<file path="src/rtl/vx_cache_rsp_merge_pkg.sv">
// Shared definitions for the cache response merge path: select-width helper,
// perf counter width and the lane skid buffer state encoding.
package vx_cache_rsp_merge_pkg;

  localparam int PERF_CTR_BITS = 16;

  typedef enum logic [1:0] {
    SKID_EMPTY,
    SKID_ONE,
    SKID_FULL
  } skid_state_e;

  function automatic int unsigned req_sel_width(input int unsigned n);
    return (n > 1) ? $clog2(n) : 1;
  endfunction

endpackage

</file>
<file path="src/rtl/vx_cache_rsp_merge_if.sv">
// Bank-side and core-side response buses of the merge block.
// The merge block sees the slave view; the bank/core side sees the master view.
interface vx_cache_rsp_merge_if #(
  parameter int NUM_REQS  = 4,
  parameter int NUM_BANKS = 4,
  parameter int NUM_PORTS = 1,
  parameter int WORD_SIZE = 4,
  parameter int TAG_WIDTH = 3
);
  import vx_cache_rsp_merge_pkg::*;

  localparam int RSW = req_sel_width(NUM_REQS);
  localparam int WW  = WORD_SIZE * 8;

  logic [NUM_BANKS-1:0]                                 per_bank_core_rsp_valid;
  logic [NUM_BANKS-1:0][NUM_PORTS-1:0]                  per_bank_core_rsp_pmask;
  logic [NUM_BANKS-1:0][NUM_PORTS-1:0][RSW-1:0]         per_bank_core_rsp_idx;
  logic [NUM_BANKS-1:0][NUM_PORTS-1:0][WW-1:0]          per_bank_core_rsp_data;
  logic [NUM_BANKS-1:0][NUM_PORTS-1:0][TAG_WIDTH-1:0]   per_bank_core_rsp_tag;
  logic [NUM_BANKS-1:0]                                 per_bank_core_rsp_ready;

  logic [NUM_REQS-1:0]                                  core_rsp_valid;
  logic [NUM_REQS-1:0][WW-1:0]                          core_rsp_data;
  logic [NUM_REQS-1:0][TAG_WIDTH-1:0]                   core_rsp_tag;
  logic [NUM_REQS-1:0]                                  core_rsp_ready;

  modport master (
    output per_bank_core_rsp_valid, per_bank_core_rsp_pmask, per_bank_core_rsp_idx,
    output per_bank_core_rsp_data, per_bank_core_rsp_tag,
    input  per_bank_core_rsp_ready,
    input  core_rsp_valid, core_rsp_data, core_rsp_tag,
    output core_rsp_ready
  );

  modport slave (
    input  per_bank_core_rsp_valid, per_bank_core_rsp_pmask, per_bank_core_rsp_idx,
    input  per_bank_core_rsp_data, per_bank_core_rsp_tag,
    output per_bank_core_rsp_ready,
    output core_rsp_valid, core_rsp_data, core_rsp_tag,
    input  core_rsp_ready
  );

endinterface

</file>
<file path="src/rtl/vx_cache_rsp_merge_skid_buf.sv">
// Two-entry lane buffer with registered valid/data; head register drives the output.
// full is purely state-based so upstream readiness never sees the downstream ready.
module vx_cache_rsp_merge_skid_buf
  import vx_cache_rsp_merge_pkg::*;
#(
  parameter int DATA_WIDTH = 35
) (
  input  logic                  clk,
  input  logic                  reset,
  input  logic                  push,
  input  logic [DATA_WIDTH-1:0] push_data,
  output logic                  full,
  output logic                  valid,
  output logic [DATA_WIDTH-1:0] data,
  input  logic                  ready
);

  skid_state_e           state, state_n;
  logic [DATA_WIDTH-1:0] head, head_n;
  logic [DATA_WIDTH-1:0] tail, tail_n;
  logic                  pop;

  assign valid = (state != SKID_EMPTY);
  assign full  = (state == SKID_FULL);
  assign data  = head;
  assign pop   = valid && ready;

  always_ff @(posedge clk) begin
    if (reset) begin
      state <= SKID_EMPTY;
      head  <= '0;
      tail  <= '0;
    end else begin
      state <= state_n;
      head  <= head_n;
      tail  <= tail_n;
    end
  end

  always_comb begin
    state_n = state;
    head_n  = head;
    tail_n  = tail;
    unique case (state)
      SKID_EMPTY: begin
        if (push) begin
          head_n  = push_data;
          state_n = SKID_ONE;
        end
      end
      SKID_ONE: begin
        if (push && pop) begin
          head_n = push_data;
        end else if (push) begin
          tail_n  = push_data;
          state_n = SKID_FULL;
        end else if (pop) begin
          state_n = SKID_EMPTY;
        end
      end
      SKID_FULL: begin
        // pop frees the head slot first, so a simultaneous push lands in the tail
        if (pop) begin
          head_n = tail;
          if (push) tail_n = push_data;
          else      state_n = SKID_ONE;
        end
      end
      default: state_n = SKID_EMPTY;
    endcase
  end

endmodule

</file>
<file path="src/rtl/vx_cache_rsp_merge.sv">
// Merges per-bank core responses onto core response lanes with a shared rotating
// bank priority and all-or-nothing bank firing. Optional RSP_MERGE_PERF_EN adds a stall counter.
module vx_cache_rsp_merge
  import vx_cache_rsp_merge_pkg::*;
#(
  parameter int NUM_REQS  = 4,
  parameter int NUM_BANKS = 4,
  parameter int NUM_PORTS = 1,
  parameter int WORD_SIZE = 4,
  parameter int TAG_WIDTH = 3
) (
  input  logic clk,
  input  logic reset,
`ifdef RSP_MERGE_PERF_EN
  output logic [PERF_CTR_BITS-1:0] bank_rsp_stalls,
`endif
  vx_cache_rsp_merge_if.slave bus
);

  localparam int RSW = req_sel_width(NUM_REQS);
  localparam int BSW = req_sel_width(NUM_BANKS);
  localparam int PSW = req_sel_width(NUM_PORTS);
  localparam int WW  = WORD_SIZE * 8;
  localparam int DW  = WW + TAG_WIDTH;

  logic [BSW-1:0]                 prio_ptr, prio_ptr_n;
  logic [NUM_REQS-1:0]            grant_any;
  logic [NUM_REQS-1:0][BSW-1:0]   grant_bank;
  logic [NUM_REQS-1:0][PSW-1:0]   grant_port;
  logic [NUM_BANKS-1:0]           fire;
  logic [NUM_REQS-1:0]            lane_full;
  logic [NUM_REQS-1:0]            push;
  logic [NUM_REQS-1:0][DW-1:0]    push_data;
  logic [NUM_REQS-1:0][DW-1:0]    lane_data;
  logic                           idx_conflict;

  // Per lane: first bank in rotating order with an active port targeting it
  always_comb begin
    int unsigned b;
    grant_any  = '0;
    grant_bank = '0;
    grant_port = '0;
    b = 0;
    for (int unsigned r = 0; r < NUM_REQS; r++) begin
      for (int unsigned k = 0; k < NUM_BANKS; k++) begin
        b = (32'(prio_ptr) + k) % NUM_BANKS;
        for (int unsigned p = 0; p < NUM_PORTS; p++) begin
          if (!grant_any[r] && bus.per_bank_core_rsp_valid[b]
              && bus.per_bank_core_rsp_pmask[b][p]
              && bus.per_bank_core_rsp_idx[b][p] == RSW'(r)) begin
            grant_any[r]  = 1'b1;
            grant_bank[r] = BSW'(b);
            grant_port[r] = PSW'(p);
          end
        end
      end
    end
  end

  always_comb begin
    logic           ok;
    logic [RSW-1:0] r;
    fire = '0;
    ok   = 1'b0;
    r    = '0;
    for (int unsigned b = 0; b < NUM_BANKS; b++) begin
      ok = bus.per_bank_core_rsp_valid[b];
      for (int unsigned p = 0; p < NUM_PORTS; p++) begin
        r = bus.per_bank_core_rsp_idx[b][p];
        if (bus.per_bank_core_rsp_pmask[b][p]
            && !(grant_any[r] && grant_bank[r] == BSW'(b) && !lane_full[r]))
          ok = 1'b0;
      end
      fire[b] = ok;
    end
  end

  assign bus.per_bank_core_rsp_ready = fire;

  always_comb begin
    push      = '0;
    push_data = '0;
    for (int unsigned r = 0; r < NUM_REQS; r++) begin
      push[r]      = grant_any[r] && fire[grant_bank[r]];
      push_data[r] = {bus.per_bank_core_rsp_data[grant_bank[r]][grant_port[r]],
                      bus.per_bank_core_rsp_tag[grant_bank[r]][grant_port[r]]};
    end
  end

  always_comb begin
    logic        found;
    int unsigned b;
    prio_ptr_n = prio_ptr;
    found      = 1'b0;
    b          = 0;
    for (int unsigned k = 0; k < NUM_BANKS; k++) begin
      b = (32'(prio_ptr) + k) % NUM_BANKS;
      if (!found && fire[b]) begin
        found      = 1'b1;
        prio_ptr_n = BSW'((b + 1) % NUM_BANKS);
      end
    end
  end

  always_ff @(posedge clk) begin
    if (reset) prio_ptr <= '0;
    else       prio_ptr <= prio_ptr_n;
  end

  for (genvar r = 0; r < NUM_REQS; r++) begin : g_lane
    vx_cache_rsp_merge_skid_buf #(
      .DATA_WIDTH(DW)
    ) u_skid (
      .clk       (clk),
      .reset     (reset),
      .push      (push[r]),
      .push_data (push_data[r]),
      .full      (lane_full[r]),
      .valid     (bus.core_rsp_valid[r]),
      .data      (lane_data[r]),
      .ready     (bus.core_rsp_ready[r])
    );
    assign bus.core_rsp_data[r] = lane_data[r][DW-1:TAG_WIDTH];
    assign bus.core_rsp_tag[r]  = lane_data[r][TAG_WIDTH-1:0];
  end

  always_comb begin
    idx_conflict = 1'b0;
    for (int unsigned b = 0; b < NUM_BANKS; b++)
      for (int unsigned p = 0; p < NUM_PORTS; p++)
        for (int unsigned q = p + 1; q < NUM_PORTS; q++)
          if (bus.per_bank_core_rsp_valid[b]
              && bus.per_bank_core_rsp_pmask[b][p] && bus.per_bank_core_rsp_pmask[b][q]
              && bus.per_bank_core_rsp_idx[b][p] == bus.per_bank_core_rsp_idx[b][q])
            idx_conflict = 1'b1;
  end

  a_distinct_idx: assert property (@(posedge clk) disable iff (reset) !idx_conflict);

`ifdef RSP_MERGE_PERF_EN
  logic [PERF_CTR_BITS-1:0] stall_cnt, stall_inc;

  always_comb begin
    stall_inc = '0;
    for (int unsigned b = 0; b < NUM_BANKS; b++)
      if (bus.per_bank_core_rsp_valid[b] && !fire[b])
        stall_inc = stall_inc + PERF_CTR_BITS'(1);
  end

  always_ff @(posedge clk) begin
    if (reset) stall_cnt <= '0;
    else       stall_cnt <= stall_cnt + stall_inc;
  end

  assign bank_rsp_stalls = stall_cnt;
`endif

endmodule

</file>
<file path="src/flat_wrapper.sv">
// flat-port wrapper written by rule: the top's interface ports become plain ports
module vx_cache_rsp_merge_flat import vx_cache_rsp_merge_pkg::*;
#(
  parameter int NUM_REQS  = 4,
  parameter int NUM_BANKS = 4,
  parameter int NUM_PORTS = 1,
  parameter int WORD_SIZE = 4,
  parameter int TAG_WIDTH = 3
)
  (clk, reset, bus_per_bank_core_rsp_valid, bus_per_bank_core_rsp_pmask, bus_per_bank_core_rsp_idx, bus_per_bank_core_rsp_data, bus_per_bank_core_rsp_tag, bus_per_bank_core_rsp_ready, bus_core_rsp_valid, bus_core_rsp_data, bus_core_rsp_tag, bus_core_rsp_ready);
  vx_cache_rsp_merge_if #(.NUM_REQS(NUM_REQS), .NUM_BANKS(NUM_BANKS), .NUM_PORTS(NUM_PORTS), .WORD_SIZE(WORD_SIZE), .TAG_WIDTH(TAG_WIDTH)) bus_i ();
  input  logic clk;
  input  logic reset;
  input wire logic [$bits(bus_i.per_bank_core_rsp_valid)-1:0] bus_per_bank_core_rsp_valid;
  input wire logic [$bits(bus_i.per_bank_core_rsp_pmask)-1:0] bus_per_bank_core_rsp_pmask;
  input wire logic [$bits(bus_i.per_bank_core_rsp_idx)-1:0] bus_per_bank_core_rsp_idx;
  input wire logic [$bits(bus_i.per_bank_core_rsp_data)-1:0] bus_per_bank_core_rsp_data;
  input wire logic [$bits(bus_i.per_bank_core_rsp_tag)-1:0] bus_per_bank_core_rsp_tag;
  output wire logic [$bits(bus_i.per_bank_core_rsp_ready)-1:0] bus_per_bank_core_rsp_ready;
  output wire logic [$bits(bus_i.core_rsp_valid)-1:0] bus_core_rsp_valid;
  output wire logic [$bits(bus_i.core_rsp_data)-1:0] bus_core_rsp_data;
  output wire logic [$bits(bus_i.core_rsp_tag)-1:0] bus_core_rsp_tag;
  input wire logic [$bits(bus_i.core_rsp_ready)-1:0] bus_core_rsp_ready;
  assign bus_i.per_bank_core_rsp_valid = bus_per_bank_core_rsp_valid;
  assign bus_i.per_bank_core_rsp_pmask = bus_per_bank_core_rsp_pmask;
  assign bus_i.per_bank_core_rsp_idx = bus_per_bank_core_rsp_idx;
  assign bus_i.per_bank_core_rsp_data = bus_per_bank_core_rsp_data;
  assign bus_i.per_bank_core_rsp_tag = bus_per_bank_core_rsp_tag;
  assign bus_per_bank_core_rsp_ready = bus_i.per_bank_core_rsp_ready;
  assign bus_core_rsp_valid = bus_i.core_rsp_valid;
  assign bus_core_rsp_data = bus_i.core_rsp_data;
  assign bus_core_rsp_tag = bus_i.core_rsp_tag;
  assign bus_i.core_rsp_ready = bus_core_rsp_ready;
  vx_cache_rsp_merge #(.NUM_REQS(NUM_REQS), .NUM_BANKS(NUM_BANKS), .NUM_PORTS(NUM_PORTS), .WORD_SIZE(WORD_SIZE), .TAG_WIDTH(TAG_WIDTH)) u_core (.clk(clk), .reset(reset), .bus(bus_i));
endmodule
</file>
<file path="config.mk">
export PLATFORM = sky130hd
export DESIGN_NAME = vx_cache_rsp_merge_flat
export DESIGN_NICKNAME = d
export VERILOG_FILES = /design/src/rtl/vx_cache_rsp_merge_pkg.sv /design/src/rtl/vx_cache_rsp_merge_if.sv /design/src/rtl/vx_cache_rsp_merge_skid_buf.sv /design/src/rtl/vx_cache_rsp_merge.sv /design/src/flat_wrapper.sv
export SDC_FILE = /design/constraint.sdc
export NUM_CORES = 1
export LEC_CHECK = 0
export CORE_MARGIN = 2
export CORE_UTILIZATION = 49
export DETAILED_ROUTE_END_ITERATION = 7
export GPL_TIMING_DRIVEN = 0
export PLACE_DENSITY_LB_ADDON = 0.12
export SYNTH_ARGS = -nofsm -noshare
export SYNTH_HDL_FRONTEND = slang
export SYNTH_HIERARCHICAL = 1
export SYNTH_SLANG_ARGS = --single-unit
</file>
<file path="constraint.sdc">
create_clock -name clk -period 9.6 [get_ports clk]
set_input_delay 0.96 -clock clk [delete_from_list [all_inputs] [get_ports clk]]
set_output_delay 0.96 -clock clk [all_outputs]
set_load 0.01 [all_outputs]
</file>
==> reports/qor.csv <==
metric;value;unit
status;completed;
proportion of layout cells with a drive suffix above 1;8.42;%
CTS Buf Count;34;
Post-synth EDFFs;0;
Die W;206;µm
pwr dens;238;nW/µm²
Leak;9.00;nW
Slew headroom;6.73;%
Hold Fails Final Rpt;0;
Antenna Nets Post-Route;0;
DRC errors left;0;
Async S/R FF share, synth;0;%
DP Worst Slack;2.50;ns
Final Setup Violations;0;
Core Region;39900;µm²
Seq/Total Area, Yosys;29.2;%
Die Height;206;µm
Pre-antenna DRT Iters;8;
Unique masters post-synth;78;
initial antenna violation count;25;
Post-CTS Setup Repair Bufs;0;
FF+latch count, synth;290;
unrepaired setup endpoints after global routing;false;
Die ar.;42300;µm²
syn avg cell area;8.25;µm²
Max Clock Freq;145;MHz
synthesized instance count;2414;
min Tclk post-route;6.91;ns
kind of critical path;input pin to flop;
Port Buffer Count;305;
routed wire length;78.1;mm
fin crit share;71.9;%
drt wl/cell;23.5;µm
H-tree depth;2;
top post-synthesis cells by area;dfxtp_1 (29%), mux2i_1 (13%), a211oi_1 (9.5%);
CTS resizes;0;
setup_tns;0;ns
std cell rows;73;
Mapped Area;19900;µm²
DR vias;20800;
Worst-Skew Late Latency;0.55;ns
Critical Path AT;7.34;ns
CTS root buf;clkbuf_16;
Reg clk slew, reported paths;0.06;ns
type of origin of the critical path;input pin;
largest net degree at the start of global routing;16;
clk buf depth;3;
PnR worst setup slack;2.69;ns
vias in the first global route;20200;
post-synthesis cell type with the largest combined area;dfxtp_1;
Max IR drop VDD;0.000158;V
GR Overflow Total;0;
Syn. warnings;6;
number of DRC markers in iteration 0;2326;
initial core utilization;49.9;%
GR Util All Layers;36.0;%
cts hold-fix bufs;0;
Final Max Slew Viols;0;
worst-path fanout max;10;
Max-Cap Viols;0;
Clock Skew;0.0220;ns
CTS tree;done;
Synth top area share;29.2;%
WP data required;10.03;ns
NumNets Final;2917;
Synth Flop Type;dfxtp_1;
placer congestion estimate;1.01;
Worst Setup End Kind;flop;
slew of the pin with the lowest slew margin;1.39;ns
DPL Wire Length;60.6;mm
number of top-level pins;310;
Worst Hold Class;flop to flop;
Avg Vias per Cell;6.24;
syn nets;2576;
first-pass GRT wire length;117;mm
CTS Sinks;290;
Syn-to-layout area delta;24.5;%
==> path summary, 6_finish.rpt <==
path / start / cells after the start / endpoint / slack [ns]
hold reg to reg: u_core/g_lane[2].u_skid/tail[1] / 2 / u_core/g_lane[2].u_skid/tail[1] / 0.47
hold / removal: u_core/g_lane[2].u_skid/tail[1] / 2 / u_core/g_lane[2].u_skid/tail[1] / 0.47
setup / recovery: bus_per_bank_core_rsp_pmask[0] / 16 / u_core/g_lane[1].u_skid/data[10] / 2.69
setup reg to reg: u_core/prio_ptr[1] / 18 / u_core/g_lane[1].u_skid/data[10] / 3.09
==> routing by layer <==
layer | share of wire, % | GRT usage [%] | vias to the layer above
met4 | 5.4 | 20.5 | 14
met3 | 9.7 | 8.09 | 245
met2 | 44 | 56.6 | 1107
met1 | 40 | 45.3 | 9926
li1 | - | - | 9483
met5 | 0.11 | 0 | -
==> state kept, by name (all words and copies together), names as in the netlist <==
register,cells
u_core/g_lane.u_skid/data,140
u_core/g_lane.u_skid/state,8
u_core/g_lane.u_skid/tail,140
u_core/prio_ptr,2
==> where the power goes <==
group / switching (mW) / internal, mW / leakage (nW) / total [mW]
combinational: 1.78 / 1.24 / 6.09 / 3.02
sequential: 0.147 / 1.41 / 2.35 / 1.56
clock: 0.529 / 0.779 / 0.553 / 1.31
total: 2.46 / 3.43 / 9.00 / 5.89
==> through the flow <==
step                      hold WS, ns  power [mW]  cell area, µm²  cells  utilization, %
after floorplan                 0.449        3.31           19900   2414               -
after global placement          0.459        4.45           23600   3244            59.2
after detailed placement        0.461        4.50           23600   3244            59.2
after CTS                       0.476        5.81           24700   3305            62.0
after global routing            0.491        6.13           24800   3319            62.0
final                           0.472        5.89           24800   3327            62.1
==> cell usage after synthesis, types with 10 or more instances <==
| cell | n |
|---|---|
| nand2_1 | 375 |
| nand2b_1 | 297 |
| dfxtp_1 | 290 |
| mux2i_1 | 255 |
| a211oi_1 | 253 |
| clkbuf_1 | 133 |
| a311oi_1 | 132 |
| a21oi_1 | 115 |
| and2_1 | 82 |
| buf_2 | 54 |
| nor2_1 | 51 |
| nor2b_1 | 45 |
| mux2_2 | 43 |
| buf_6 | 38 |
| a31oi_1 | 37 |
| buf_1 | 17 |
| a21o_1 | 13 |
| inv_1 | 12 |
| nand3_1 | 10 |
==> cells in the final DEF (no fill, tap or decap), types with 43 or more instances in the layout <==
cell             synthesis  final
a211oi_1               253    253
clkbuf_1               133    142
nor2_1                  51     51
mux2_2                  43     43
clkdlybuf4s50_1          0    305
dfxtp_1                290    290
a311oi_1               132    132
nand2_1                375    375
a21oi_1                115    115
nor2b_1                 45     45
and2_1                  82     82
mux2i_1                255    255
nand2b_1               297    297
buf_2                   54     54
==> layout make-up <==
| cell class | count | area (µm²) |
|---|---|---|
| tap | 525 | 657 |
| clock inverter | 10 | 104 |
| fill | 3510 | 15100 |
| clock buffer | 51 | 1010 |
| sequential | 290 | 5810 |
| timing repair buffer | 305 | 3050 |
| antenna | 22 | 55.1 |
| inverter | 18 | 67.6 |
| multi-input combinational | 1858 | 12700 |
| buffer | 248 | 1310 |
==> cells by family after synthesis <==
| logic type | share of synthesized area, % |
|---|---|
| AND/OR/NAND/NOR | 23.9 |
| AO/OA/AOI/OAI | 23.5 |
| multiplexers | 16.4 |
| flip-flops | 29.2 |
| buffers and inverters | 6.90 |
| XOR/XNOR | 0.176 |
==> worst max-delay path, cell delays in order <==
cell             delay [ns]
clkdlybuf4s50_1        0.59
and4_1                 0.34
o41ai_2                0.54
nand2b_1               0.26
o31ai_1                0.13
a22oi_1                1.08
nand3_1                0.30
a221oi_4               0.61
a21o_1                 0.18
a21oi_1                0.04
a211oi_1               1.13
nor2b_1                0.26
buf_2                  0.25
buf_2                  0.26
a211oi_1               0.11
a311oi_1               0.28
Note: power is estimated with default switching activity, not from simulation.
